## src/rtl/sad_pkg.sv

```systemverilog
// Shared types and sizing helpers for the SAD accumulator datapath.
package sad_pkg;

   localparam int unsigned DATA_W = 8;

   typedef enum logic [1:0] {
      RUN   = 2'd0,
      FLUSH = 2'd1,
      DONE  = 2'd2
   } state_t;

   // Width that holds BLOCK_LEN * (2^DATA_W - 1) without overflow.
   function automatic int unsigned sad_w(input int unsigned block_len);
      return DATA_W + $clog2(block_len);
   endfunction

endpackage

```

## src/rtl/sklansky_sub_8bit.sv

```systemverilog
// Combinational a - b as a + ~b + 1 on a Sklansky prefix tree; carry-in sits at prefix position 0.
module sklansky_sub_8bit
   import sad_pkg::*;
(
   input  logic [DATA_W-1:0] a,
   input  logic [DATA_W-1:0] b,
   output logic [DATA_W-1:0] diff,
   output logic              carry_out
);

   localparam int unsigned N     = DATA_W + 1;
   localparam int unsigned LVLS  = $clog2(N);
   localparam int unsigned IDX_W = $clog2(N);

   logic [DATA_W-1:0] w_p_bit;
   logic [N-1:0]      w_g;
   logic [N-1:0]      w_p;

   assign w_p_bit = a ^ ~b;

   // Groups that already reach position 0 only need G (gray cell); their P is 0 because
   // the carry-in position never propagates.
   always_comb begin : p_prefix
      int k;
      k   = 0;
      w_g = {a & ~b, 1'b1};
      w_p = {w_p_bit, 1'b0};
      for (int l = 0; l < int'(LVLS); l++) begin
         for (int j = 0; j < int'(N); j++) begin
            if (((j >> l) & 1) == 1) begin
               k = ((j >> l) << l) - 1;
               w_g[IDX_W'(j)] = w_g[IDX_W'(j)] | (w_p[IDX_W'(j)] & w_g[IDX_W'(k)]);
               if (j < (2 << l)) begin
                  w_p[IDX_W'(j)] = 1'b0;
               end else begin
                  w_p[IDX_W'(j)] = w_p[IDX_W'(j)] & w_p[IDX_W'(k)];
               end
            end
         end
      end
   end

   assign diff      = w_p_bit ^ w_g[DATA_W-1:0];
   assign carry_out = w_g[DATA_W];

endmodule

```

## src/rtl/sklansky_sad_accum.sv

```systemverilog
// Block sum-of-absolute-differences: prefix subtractor, abs stage, accumulator and
// a RUN/FLUSH/DONE controller presenting each block result over valid/ready.
module sklansky_sad_accum
   import sad_pkg::*;
#(
   parameter int unsigned BLOCK_LEN = 16,
   parameter int unsigned SAD_W     = sad_w(BLOCK_LEN)
) (
   input  logic                         clock,
   input  logic                         reset_n,
   input  logic [DATA_W-1:0]            a,
   input  logic [DATA_W-1:0]            b,
   input  logic                         in_valid,
   output logic                         in_ready,
   input  logic                         clear,
   output logic [SAD_W-1:0]             sad,
   output logic                         out_valid,
   input  logic                         out_ready,
   output logic [$clog2(BLOCK_LEN)-1:0] sample_cnt
);

   localparam int unsigned      CNT_W    = $clog2(BLOCK_LEN);
   localparam logic [CNT_W-1:0] CNT_LAST = CNT_W'(BLOCK_LEN - 1);

   if (BLOCK_LEN < 2 || (BLOCK_LEN & (BLOCK_LEN - 1)) != 0) begin : g_bad_block_len
      $error("BLOCK_LEN must be a power of two and at least 2");
   end

   state_t            r_state;
   state_t            w_state_nxt;
   logic              w_accept;
   logic [CNT_W-1:0]  r_cnt;
   logic [DATA_W-1:0] w_diff;
   logic              w_carry;
   logic [DATA_W-1:0] r_diff;
   logic              r_borrow;
   logic              r_s1_valid;
   logic              r_s1_last;
   logic [DATA_W-1:0] w_abs;
   logic [SAD_W-1:0]  w_acc_sum;
   logic [SAD_W-1:0]  r_acc;
   logic [SAD_W-1:0]  r_sad;
   logic              r_out_valid;

   sklansky_sub_8bit u_sub (
      .a         (a),
      .b         (b),
      .diff      (w_diff),
      .carry_out (w_carry)
   );

   always_ff @(posedge clock or negedge reset_n) begin
      if (!reset_n) begin
         r_state <= RUN;
      end else begin
         r_state <= w_state_nxt;
      end
   end

   // clear overrides every other transition.
   always_comb begin
      w_state_nxt = r_state;
      in_ready    = 1'b0;
      w_accept    = 1'b0;
      case (r_state)
         RUN: begin
            in_ready = 1'b1;
            if (in_valid && !clear) begin
               w_accept = 1'b1;
               if (r_cnt == CNT_LAST) begin
                  w_state_nxt = FLUSH;
               end
            end
         end
         FLUSH: w_state_nxt = DONE;
         DONE: begin
            if (out_ready) begin
               w_state_nxt = RUN;
            end
         end
         default: w_state_nxt = RUN;
      endcase
      if (clear) begin
         w_state_nxt = RUN;
      end
   end

   assign w_abs     = r_borrow ? DATA_W'(~r_diff + DATA_W'(1)) : r_diff;
   assign w_acc_sum = r_acc + SAD_W'(w_abs);

   always_ff @(posedge clock or negedge reset_n) begin
      if (!reset_n) begin
         r_cnt       <= '0;
         r_diff      <= '0;
         r_borrow    <= 1'b0;
         r_s1_valid  <= 1'b0;
         r_s1_last   <= 1'b0;
         r_acc       <= '0;
         r_sad       <= '0;
         r_out_valid <= 1'b0;
      end else if (clear) begin
         r_cnt       <= '0;
         r_s1_valid  <= 1'b0;
         r_acc       <= '0;
         r_sad       <= '0;
         r_out_valid <= 1'b0;
      end else begin
         r_s1_valid <= w_accept;
         if (w_accept) begin
            r_diff    <= w_diff;
            r_borrow  <= ~w_carry;
            r_s1_last <= (r_cnt == CNT_LAST);
            r_cnt     <= CNT_W'(r_cnt + CNT_W'(1));
         end
         // Final sample of a block lands in sad; the accumulator restarts from zero.
         if (r_s1_valid) begin
            if (r_s1_last) begin
               r_sad       <= w_acc_sum;
               r_acc       <= '0;
               r_out_valid <= 1'b1;
            end else begin
               r_acc <= w_acc_sum;
            end
         end
         if (r_state == DONE && out_ready) begin
            r_out_valid <= 1'b0;
         end
      end
   end

   assign sad        = r_sad;
   assign out_valid  = r_out_valid;
   assign sample_cnt = r_cnt;

endmodule

```

## config.mk

```make
export PLATFORM = sky130hd
export DESIGN_NAME = sklansky_sad_accum
export DESIGN_NICKNAME = d
export VERILOG_FILES = /design/src/rtl/sad_pkg.sv /design/src/rtl/sklansky_sub_8bit.sv /design/src/rtl/sklansky_sad_accum.sv
export SDC_FILE = /design/constraint.sdc
export NUM_CORES = 1
export LEC_CHECK = 0
export CAP_MARGIN = 30
export CELL_PAD_IN_SITES_DETAIL_PLACEMENT = 1
export CELL_PAD_IN_SITES_GLOBAL_PLACEMENT = 1
export CORE_ASPECT_RATIO = 0.9
export CORE_MARGIN = 8
export CORE_UTILIZATION = 45
export CTS_BUF_LIST = sky130_fd_sc_hd__clkbuf_16
export DETAILED_ROUTE_END_ITERATION = 16
export PLACE_DENSITY_LB_ADDON = 0.2
export SLEW_MARGIN = 20
export SYNTH_ARGS = -nofsm -noshare
export SYNTH_HDL_FRONTEND = slang
export SYNTH_SLANG_ARGS = --single-unit
```

## constraint.sdc

```tcl
create_clock -name clock -period 3.9 [get_ports clock]
set_input_delay 1.17 -clock clock [delete_from_list [all_inputs] [get_ports clock]]
set_output_delay 1.17 -clock clock [all_outputs]
set_load 0.02 [all_outputs]
```

# [Word-level counts from Yosys, hierarchy flattened]
# Index checks and enable logic that the tools add are counted.
[word_totals] mem_bits_ro=0 latchBits=0 mem_bits_rw=0 wordCells=88 memories=0 ff_bits=42 output_inout_bits=18
[classes] n_lt_le_gt_ge=0 n_addsub=3 mux=22 eq_ne=6 reduce_logical=13 n_mul=0 n_shift=0 div_mod_pow=0 bitwise=35
[ops] cell="$mux W12" n=6
[ops] cell="$and A1 B1 Y1" n=16
[ops] cell="$not A8 Y8" n=2
[ops] cell="$xor A8 B8 Y8" n=2
[ops] cell="$add A12 B8 Y12" n=1
[ops] cell="$or A1 B1 Y1" n=12
[ops] cell="$ne A3 B3 Y1 const B" n=3
[ops] cell="$add A8 B1 Y8 const B" n=1
[ops] cell="$and A8 B8 Y8" n=1
[ops] cell="$mux W1" n=8
[ops] cell="$mux W2" n=4
[ops] cell="$mux W4" n=2
[ops] cell="$mux W8" n=1
[ops] cell="$pmux W2 S3" n=1
[ops] cell="$reduce_and A2 Y1" n=3
[ops] cell="$reduce_bool A2 Y1" n=3
[ops] cell="$reduce_bool A3 Y1" n=2
[ops] cell="$add A4 B1 Y4 const B" n=1
[ops] cell="$eq A4 B4 Y1 const B" n=1
[ops] cell="$reduce_and A3 Y1" n=1
[ops] cell="$eq A2 B1 Y1 const B" n=1
[ops] cell="$eq A2 B2 Y1 const B" n=1
[ops] cell="$logic_and A1 B1 Y1" n=2
[ops] cell="$logic_not A2 Y1" n=1
[ops] cell="other kinds (2)" n=3

# [Logic depth before layout (Yosys ltp)]
# Gate-level depths: netlist of run 1.
[depth] word_depth=8 mapped_depth=11

# [Hierarchy]
# A second synthesis of run 1 with hierarchy kept.
[unflattened] hier_cells=292 area_unflattened_um2=2761.4
[modules_own_cells] mod="sklansky_sad_accum" seq_area_each_um2=1051.0 cells_each=253 n_inst=1 area_per_inst_um2=2424.8
[modules_own_cells] mod="sklansky_sub_8bit" seq_area_each_um2=0.0 cells_each=39 n_inst=1 area_per_inst_um2=336.6

# [Worst setup path before layout of run 1]
# No wires, ideal clock.
[synth_timing] kind="input to register" from="input port b[1]" to="register r_diff[5]" setup_slack_ps=1414 arrival_time_ps=2367 required_ps=3780 stages=7 n_path_buf=0 cell_sequence="inv_1 -> ha_1 -> nor2b_1 -> o211ai_1 -> a31oi_1 -> or3_1 -> a31o_1"
[synth_between] elab_chain_len=8 elab_cells_between_ends=11
[synth_rtl] item="start: declaration" line_no="sklansky_sad_accum.sv:12" source="input logic [DATA_W-1:0] b,"
[synth_rtl] item="$not A8 Y8 *" line_no="sklansky_sub_8bit.sv:19, sklansky_sub_8bit.sv:26"
[synth_rtl] item="$and A8 B8 Y8 or $xor A8 B8 Y8 (tied branches)" line_no="sklansky_sub_8bit.sv:26, sklansky_sub_8bit.sv:19"
[synth_rtl] item="$and A1 B1 Y1 (on tied branches)" line_no="sklansky_sub_8bit.sv:32, sklansky_sub_8bit.sv:36"
[synth_rtl] item="$or A1 B1 Y1 or $and A1 B1 Y1 (tied branches)" line_no="sklansky_sub_8bit.sv:32" source="w_g[IDX_W'(j)] = w_g[IDX_W'(j)] | (w_p[IDX_W'(j)] & w_g[IDX_W'(k)]);"
[synth_rtl] item="$or A1 B1 Y1 *" line_no="sklansky_sub_8bit.sv:32"
[synth_rtl] item="$and A1 B1 Y1 *" line_no="sklansky_sub_8bit.sv:32"
[synth_rtl] item="$or A1 B1 Y1 *" line_no="sklansky_sub_8bit.sv:32"
[synth_rtl] item="$xor A8 B8 Y8 *" line_no="sklansky_sub_8bit.sv:43" source="assign diff = w_p_bit ^ w_g[DATA_W-1:0];"
[synth_rtl] item="end signal: assignment" line_no="sklansky_sad_accum.sv:110" source="r_diff <= w_diff;"
[synth_rtl] item="end: declaration" line_no="sklansky_sad_accum.sv:35" source="logic [DATA_W-1:0] r_diff;"
# Every way passes the cells marked *; elsewhere a longest branch is shown, timed or not.
# A chain may end at the register's enable or synchronous reset.

# [Worst setup path after layout of run 1]
# Ends and elaborated chain as after synthesis.

==> results of run 1 <==
## tightest hold or removal path, stage by stage (launching register included)
cell     delay (ns)
dfrtp_1        0.34
nand2_1        0.05
o31ai_1        0.05
## cell families (layout without fill, tap and decap cells)
logic type               count (synthesis)  in the layout
AND/OR/NAND/NOR                         82             82
buffers and inverters                   32             71
XOR/XNOR                                21             21
multiplexers                             5              5
flip-flops                              42             42
AO/OA/AOI/OAI                           63             63
adder cells (fa/ha/maj)                 24             24
## layer usage
metal | global-route usage | vias up | part of all wire
li1 | - | 1013 | -
met1 | 0.1799 | 1004 | 0.43
met2 | 0.2826 | 38 | 0.51
met3 | 0.03223 | 9 | 0.042
met4 | 0.04396 | 0 | 0.011
met5 | 0 | - | 0
## sequential cells by signal (all words and copies together) (netlist names)
register and count:
r_borrow 1, out_valid 1, r_state 2, r_acc 12, r_s1_last 1, sample_cnt 4
sad 12, r_s1_valid 1, r_diff 8
## placed cells by master, fill, tap and decap left out, types with 2 or more instances in the layout
cell type	Yosys	routed
dfrtp_1	42	42
clkdlybuf4s50_1	0	37
nand2_1	23	23
ha_1	21	21
inv_1	20	20
nor2_1	19	19
xnor2_1	15	15
a21oi_1	11	11
nand2b_1	9	9
o21ai_1	9	9
o31ai_1	9	9
a22o_1	8	8
nand3_1	7	7
xor2_1	6	6
a21o_1	5	5
mux2i_1	5	5
clkbuf_16	0	5
buf_4	0	5
a31oi_1	4	4
or3_1	3	3
nor2b_1	3	3
o21a_1	3	3
nor3_1	3	3
nor3b_1	3	3
fa_1	3	3
o21ai_0	2	2
o31ai_2	2	2
and3_1	2	2
nand4_1	2	2
and2_1	2	2
a311oi_1	2	2
clkinv_2	0	2
## power breakdown
group	switching (mW)	total, mW	internal [mW]
logic	0.304	0.572	0.268
registers	0.0629	0.568	0.505
clock network	0.170	0.470	0.300
## how the worst min path moves through the flow
stage               cells past startpoint  slack, ns                    end
floorplan                               2       0.47  r_diff[1]$_DFFE_PN0P_
global placement                        2       0.46     sad[7]$_DFFE_PN0P_
detailed placement                      2       0.47    sad[11]$_DFFE_PN0P_
CTS                                     2       0.49    sad[11]$_DFFE_PN0P_
global route                            2       0.53    sad[10]$_DFFE_PN0P_
finish                                  2       0.48     sad[2]$_DFFE_PN0P_
## cell type report
class                           instances  area, um^2  area share
Multi-Input combinational cell        195        1444      0.4464
Clock buffer                            5       125.1     0.03868
Sequential cell                        42        1051      0.3250
Clock inverter                          3       40.04     0.01238
Tap cell                               70       87.58     0.02708
Inverter                               21       78.83     0.02437
Timing Repair Buffer                   42       407.9      0.1261
## through the flow
step / cells / setup slack [ns] / instance area, um^2 / hold slack (ns)
2_1_floorplan: 269 / 1.414 / 2623 / 0.4708
3_3_place_gp: 370 / 0.8238 / 3067 / 0.4617
3_5_place_dp: 370 / 0.7249 / 3067 / 0.4719
4_1_cts: 378 / 1.017 / 3232 / 0.4861
5_1_grt: 378 / 0.8801 / 3234 / 0.5266
6_report: 378 / 1.048 / 3234 / 0.4791
==> flow_metrics.tcl, run 1 <==
set metrics [dict create \
    rrSetupSlack_ns 1.11 \
    cts.sinks 42 \
    worst_slew_pin_slew_ns 0.5351 \
    grt-ovfl-total 0 \
    synth_top_family_by_area "compound AO/OA/AOI/OAI gates" \
    r2r-end "sad[7]$_DFFE_PN0P_" \
    cts_made_buffers 5 \
    ys_warn_count 0 \
    drc 0 \
    worst-path-buf-inv 2 \
    grt_max_degree 43 \
    synth_most_common_cell "dfrtp_1" \
    critPathRequiredTime_ns 4.07 \
    post_cts_buffers 0 \
    critPathArrivalTime_ns 3.02 \
    synth.cell_area_mm2 0.002623 \
    cts_resized 0 \
    start_util 0.4633 \
    yosys.area_share.simple 0.1594 \
    ys_seq_area_frac 0.4008 \
    antenna_found_initial 0 \
    fp.dieArea_mm2 0.008530 \
    synth-edff-count 0 \
    critical_path_class "input port to register" \
    synthDistinctLibCells 46 \
    cp_max_fo 2 \
    grt_usage 0.1562 \
    path_cells "clkdlybuf4s50_1 > inv_1 > ha_1 > nor2b_1 > o211ai_1 > a31oi_1 > or3_1 > a31o_1" \
    maxSlewViolCount 0 \
    ant_nets 0 \
    p_per_area_mw_per_mm2 497.7 \
    first_pass_iters 4 \
    grt_pass1_wl_um 10580 \
    finalCriticalPeriod_ns 2.852 \
    antennaDiodeCount 0 \
    post-route-period-util 0.7313 \
    drive_gt1_frac 0.06818 \
    crit_end "r_diff[5]$_DFFE_PN0P_" \
    slew_headroom 0.6432 \
    synthCells 269 \
    setup_viol 0 \
    r2r_start "r_diff[2]$_DFFE_PN0P_" \
    critPathSlowestCell "clkdlybuf4s50_1" \
    port_buffers 38 \
    synth_compound_area_frac 0.1789 \
    clkSlewWorstSetupHoldPaths_ns 0.06 \
    first_global_vias 2235 \
    drtIter0Drc 46 \
    root_buffer "clkbuf_16" \
    crit_path_max_incr_delay_ns 0.51 \
    num_rows 26 \
    nNetsFinal 352 \
    clk_latency_ns 0.28 \
    crit_cells 8 \
    outcome "complete, no violations" \
    worstHoldStart "sad[2]$_DFFE_PN0P_" \
    synth_top_cells_by_count "42 x dfrtp_1, 23 x nand2_1, 21 x ha_1" \
    cp-start-kind "input port" \
    avgSynthCellArea_um2 9.749 \
    cp-end-kind "register" \
    via_per_inst 5.460 \
    startpoint "b[1]" \
    hold_path.class "register to register" \
    die_w_um 96.47 \
    synth_area_leaders "dfrtp_1 40%, ha_1 10%, xnor2_1 5.0%" \
    synth-seq-cells 42 \
    ys_async_sr_fraction 1.000 \
    vdd_drop_max_v 0.0002686 \
    finalHoldViolCount 0 \
    syn_to_final_growth_pct 23.33 \
    rsz0062_at_grt "false" \
    synth_top_area_frac 0.4008 \
    drv_cap 0 \
    die_y_um 88.42 \
    ctsLongestPathBuffers 2 \
    synth-adder-area-share 0.1231 \
    r2r_cells 9 \
    synth_top_area_cell "dfrtp_1" \
    routed_wl_um 5976 \
    synth_ff_type "dfrtp_1" \
    fillCellCount 652 \
    dp_hpwl_um 4430 \
    wl_per_cell_um 15.81 \
    post-route-util 0.5714 \
    synth-xor-area-share 0.07013 \
    cp_top_family "buffers and inverters" \
    fin_total_pwr_mw 1.610 \
    place.gp.congestion 0.8190 \
    hold_buffers 0 \
    io_pins 39 \
    vias 2064 \
    max_freq_ghz 0.3506 \
    synthMuxAreaShare 0.01908 \
    finClkSkew_ns 0.003956 \
    leakage_nw 1.470 \
    cts_tree "yes" \
    cts_max_level 2 \
    tns_ns 0 \
    synth_nets 314 \
    core-area_mm2 0.005660 \
]
No activity file was read; power rests on OpenSTA's default activity.
==> run 2: changes to the inputs <==
--- a/config.mk
+++ b/config.mk
@@ -10,7 +10,7 @@
 export CELL_PAD_IN_SITES_GLOBAL_PLACEMENT = 1
 export CORE_ASPECT_RATIO = 0.9
 export CORE_MARGIN = 8
-export CORE_UTILIZATION = 45
+export CORE_UTILIZATION = 42
 export CTS_BUF_LIST = sky130_fd_sc_hd__clkbuf_16
 export DETAILED_ROUTE_END_ITERATION = 16
 export PLACE_DENSITY_LB_ADDON = 0.2
==> constraint.sdc (replaced) <==
create_clock -name clock -period 2.96 [get_ports clock]
set_input_delay 0.888 -clock clock [delete_from_list [all_inputs] [get_ports clock]]
set_output_delay 0.888 -clock clock [all_outputs]
set_load 0.02 [all_outputs]
==> run 2 against run 1 <==
Compared with the run above: sequential cell count is the same; critical path depth grew 3; clock skew is essentially flat.
==> flow_metrics.tcl, run 2 (synthesis gave the netlist of run 1 again) <==
set metrics [dict create \
    outcome "complete, no violations" \
    drive_gt1_frac 0.06796 \
    tns_ns 0 \
    grt-ovfl-total 0 \
    clk_latency_ns 0.28 \
    grt_pass1_wl_um 11470 \
    wl_per_cell_um 17.12 \
    ant_nets 0 \
    r2r_cells 11 \
    first_global_vias 2330 \
    antenna_found_initial 0 \
    hold_path.class "register to register" \
    rsz0062_at_grt "false" \
    syn_to_final_growth_pct 24.09 \
    num_rows 27 \
    maxSlewViolCount 0 \
    p_switching_uw 728.0 \
    cts_tree "yes" \
    setup_viol 0 \
    cts_max_level 2 \
    final_cell_mix "42 x dfrtp_1, 37 x clkdlybuf4s50_1, 23 x nand2_1, 21 x ha_1, 20 x inv_1" \
    p_per_area_mw_per_mm2 659.1 \
    place.gp.congestion 0.8391 \
    rrSetupSlack_ns 0.28 \
    critical_path_class "register to register" \
    antennaDiodeCount 0 \
    slew_headroom 0.6251 \
    cts_resized 0 \
    drv_cap 0 \
    cp-end-kind "register" \
    cts.sinks 42 \
    finalCriticalPeriod_ns 2.682 \
    die_w_um 99.30 \
    critPathRequiredTime_ns 3.12 \
    post-route-period-util 0.9060 \
    hold_depth 2 \
    finalHoldViolCount 0 \
    clockPowerShare 0.285 \
    clkSlewWorstSetupHoldPaths_ns 0.06 \
    via_per_inst 5.504 \
    grt_max_degree 25 \
    leakage_nw 1.473 \
    dp_hpwl_um 4729 \
    max_freq_ghz 0.3729 \
    die_y_um 90.97 \
    fp.dieArea_mm2 0.009032 \
    ctsLongestPathBuffers 2 \
    r2r_start "r_diff[0]$_DFFE_PN0P_" \
    io_pins 39 \
    combPwrFrac 0.366 \
    core-area_mm2 0.006081 \
    drtIter0Drc 37 \
    port_buffers 38 \
    nNetsFinal 354 \
    vias 2097 \
    seqPwrFrac 0.349 \
    drc 0 \
    cp-start-kind "register" \
    final_common_cell "dfrtp_1" \
    worst_slew_pin_slew_ns 0.5623 \
    r2r-end "sad[7]$_DFFE_PN0P_" \
    root_buffer "clkbuf_16" \
    cp_max_fo 4 \
    post-route-util 0.5352 \
    swShare 0.3394 \
    internal-power_mw 1.417 \
    cts_made_buffers 5 \
    grt_usage 0.1550 \
    start_util 0.4313 \
    routed_wl_um 6521 \
    vdd_drop_max_v 0.0002870 \
    hold_buffers 0 \
    post_cts_buffers 0 \
    finClkSkew_ns 0.003503 \
    min_to "sad[7]$_DFFE_PN0P_" \
    worstHoldStart "sad[7]$_DFFE_PN0P_" \
    first_pass_iters 4 \
    critPathArrivalTime_ns 2.84 \
]
-- run 2: final cells by class --
class / instances / area, um^2
Tap cell: 72 / 90.09
Clock inverter: 2 / 33.78
Sequential cell: 42 / 1051
Multi-Input combinational cell: 195 / 1455
Fill cell: 702 / 2826
Inverter: 21 / 78.83
Clock buffer: 5 / 125.1
Timing Repair Buffer: 44 / 420.4
-- run 2: metal layers --
metal  share of wire  vias up  track usage  wire length, um
li1                -     1009            -                -
met4           0.013        0      0.04030               87
met5               0        -            0                0
met3           0.034        9      0.03890              221
met1            0.45     1043       0.1849             2904
met2            0.51       36       0.2705             3308
-- run 2: power by group through the flow --
| stage | Sequential, mW | Combinational [mW] | Clock [mW] |
|---|---|---|---|
| final | 0.750 | 0.784 | 0.611 |
| after floorplan | 0.783 | 0.479 | 0 |
| after global placement | 0.753 | 0.740 | 0 |
| after global routing | 0.767 | 0.866 | 0.640 |
| after detailed placement | 0.758 | 0.761 | 0 |
| after CTS | 0.751 | 0.779 | 0.619 |
-- run 2: critical path, stage by stage (launching register included) --
cell	delay (ns)
dfrtp_1	0.42
inv_1	0.07
ha_1	0.17
nand2b_1	0.08
o21ai_0	0.19
xnor2_1	0.15
ha_1	0.32
and3_1	0.23
a221oi_4	0.39
o21ba_1	0.26
xor2_1	0.19
o31ai_1	0.08
-- run 2: how the worst max path moves through the flow --
stage | startpoint | endpoint | cells past startpoint
after floorplan | r_diff[2]$_DFFE_PN0P_ | sad[7]$_DFFE_PN0P_ | 9
after global placement | b[1] | r_diff[5]$_DFFE_PN0P_ | 8
after detailed placement | b[1] | r_diff[5]$_DFFE_PN0P_ | 8
after CTS | r_diff[0]$_DFFE_PN0P_ | sad[7]$_DFFE_PN0P_ | 11
after global routing | r_diff[0]$_DFFE_PN0P_ | sad[9]$_DFFE_PN0P_ | 11
final | r_diff[0]$_DFFE_PN0P_ | sad[7]$_DFFE_PN0P_ | 11
-- run 2: stage by stage --
step / setup slack [ns] / total power [mW] / cells / hold slack (ns) / cell area, um^2
global route: 0.02727 / 2.273 / 381 / 0.5030 / 3254
CTS: 0.1846 / 2.149 / 381 / 0.4806 / 3243
global placement: 0.1611 / 1.493 / 374 / 0.4625 / 3084
detailed placement: 0.09388 / 1.519 / 374 / 0.4668 / 3084
floorplan: 0.5377 / 1.262 / 269 / 0.4708 / 2623
finish: 0.2783 / 2.145 / 381 / 0.4761 / 3254
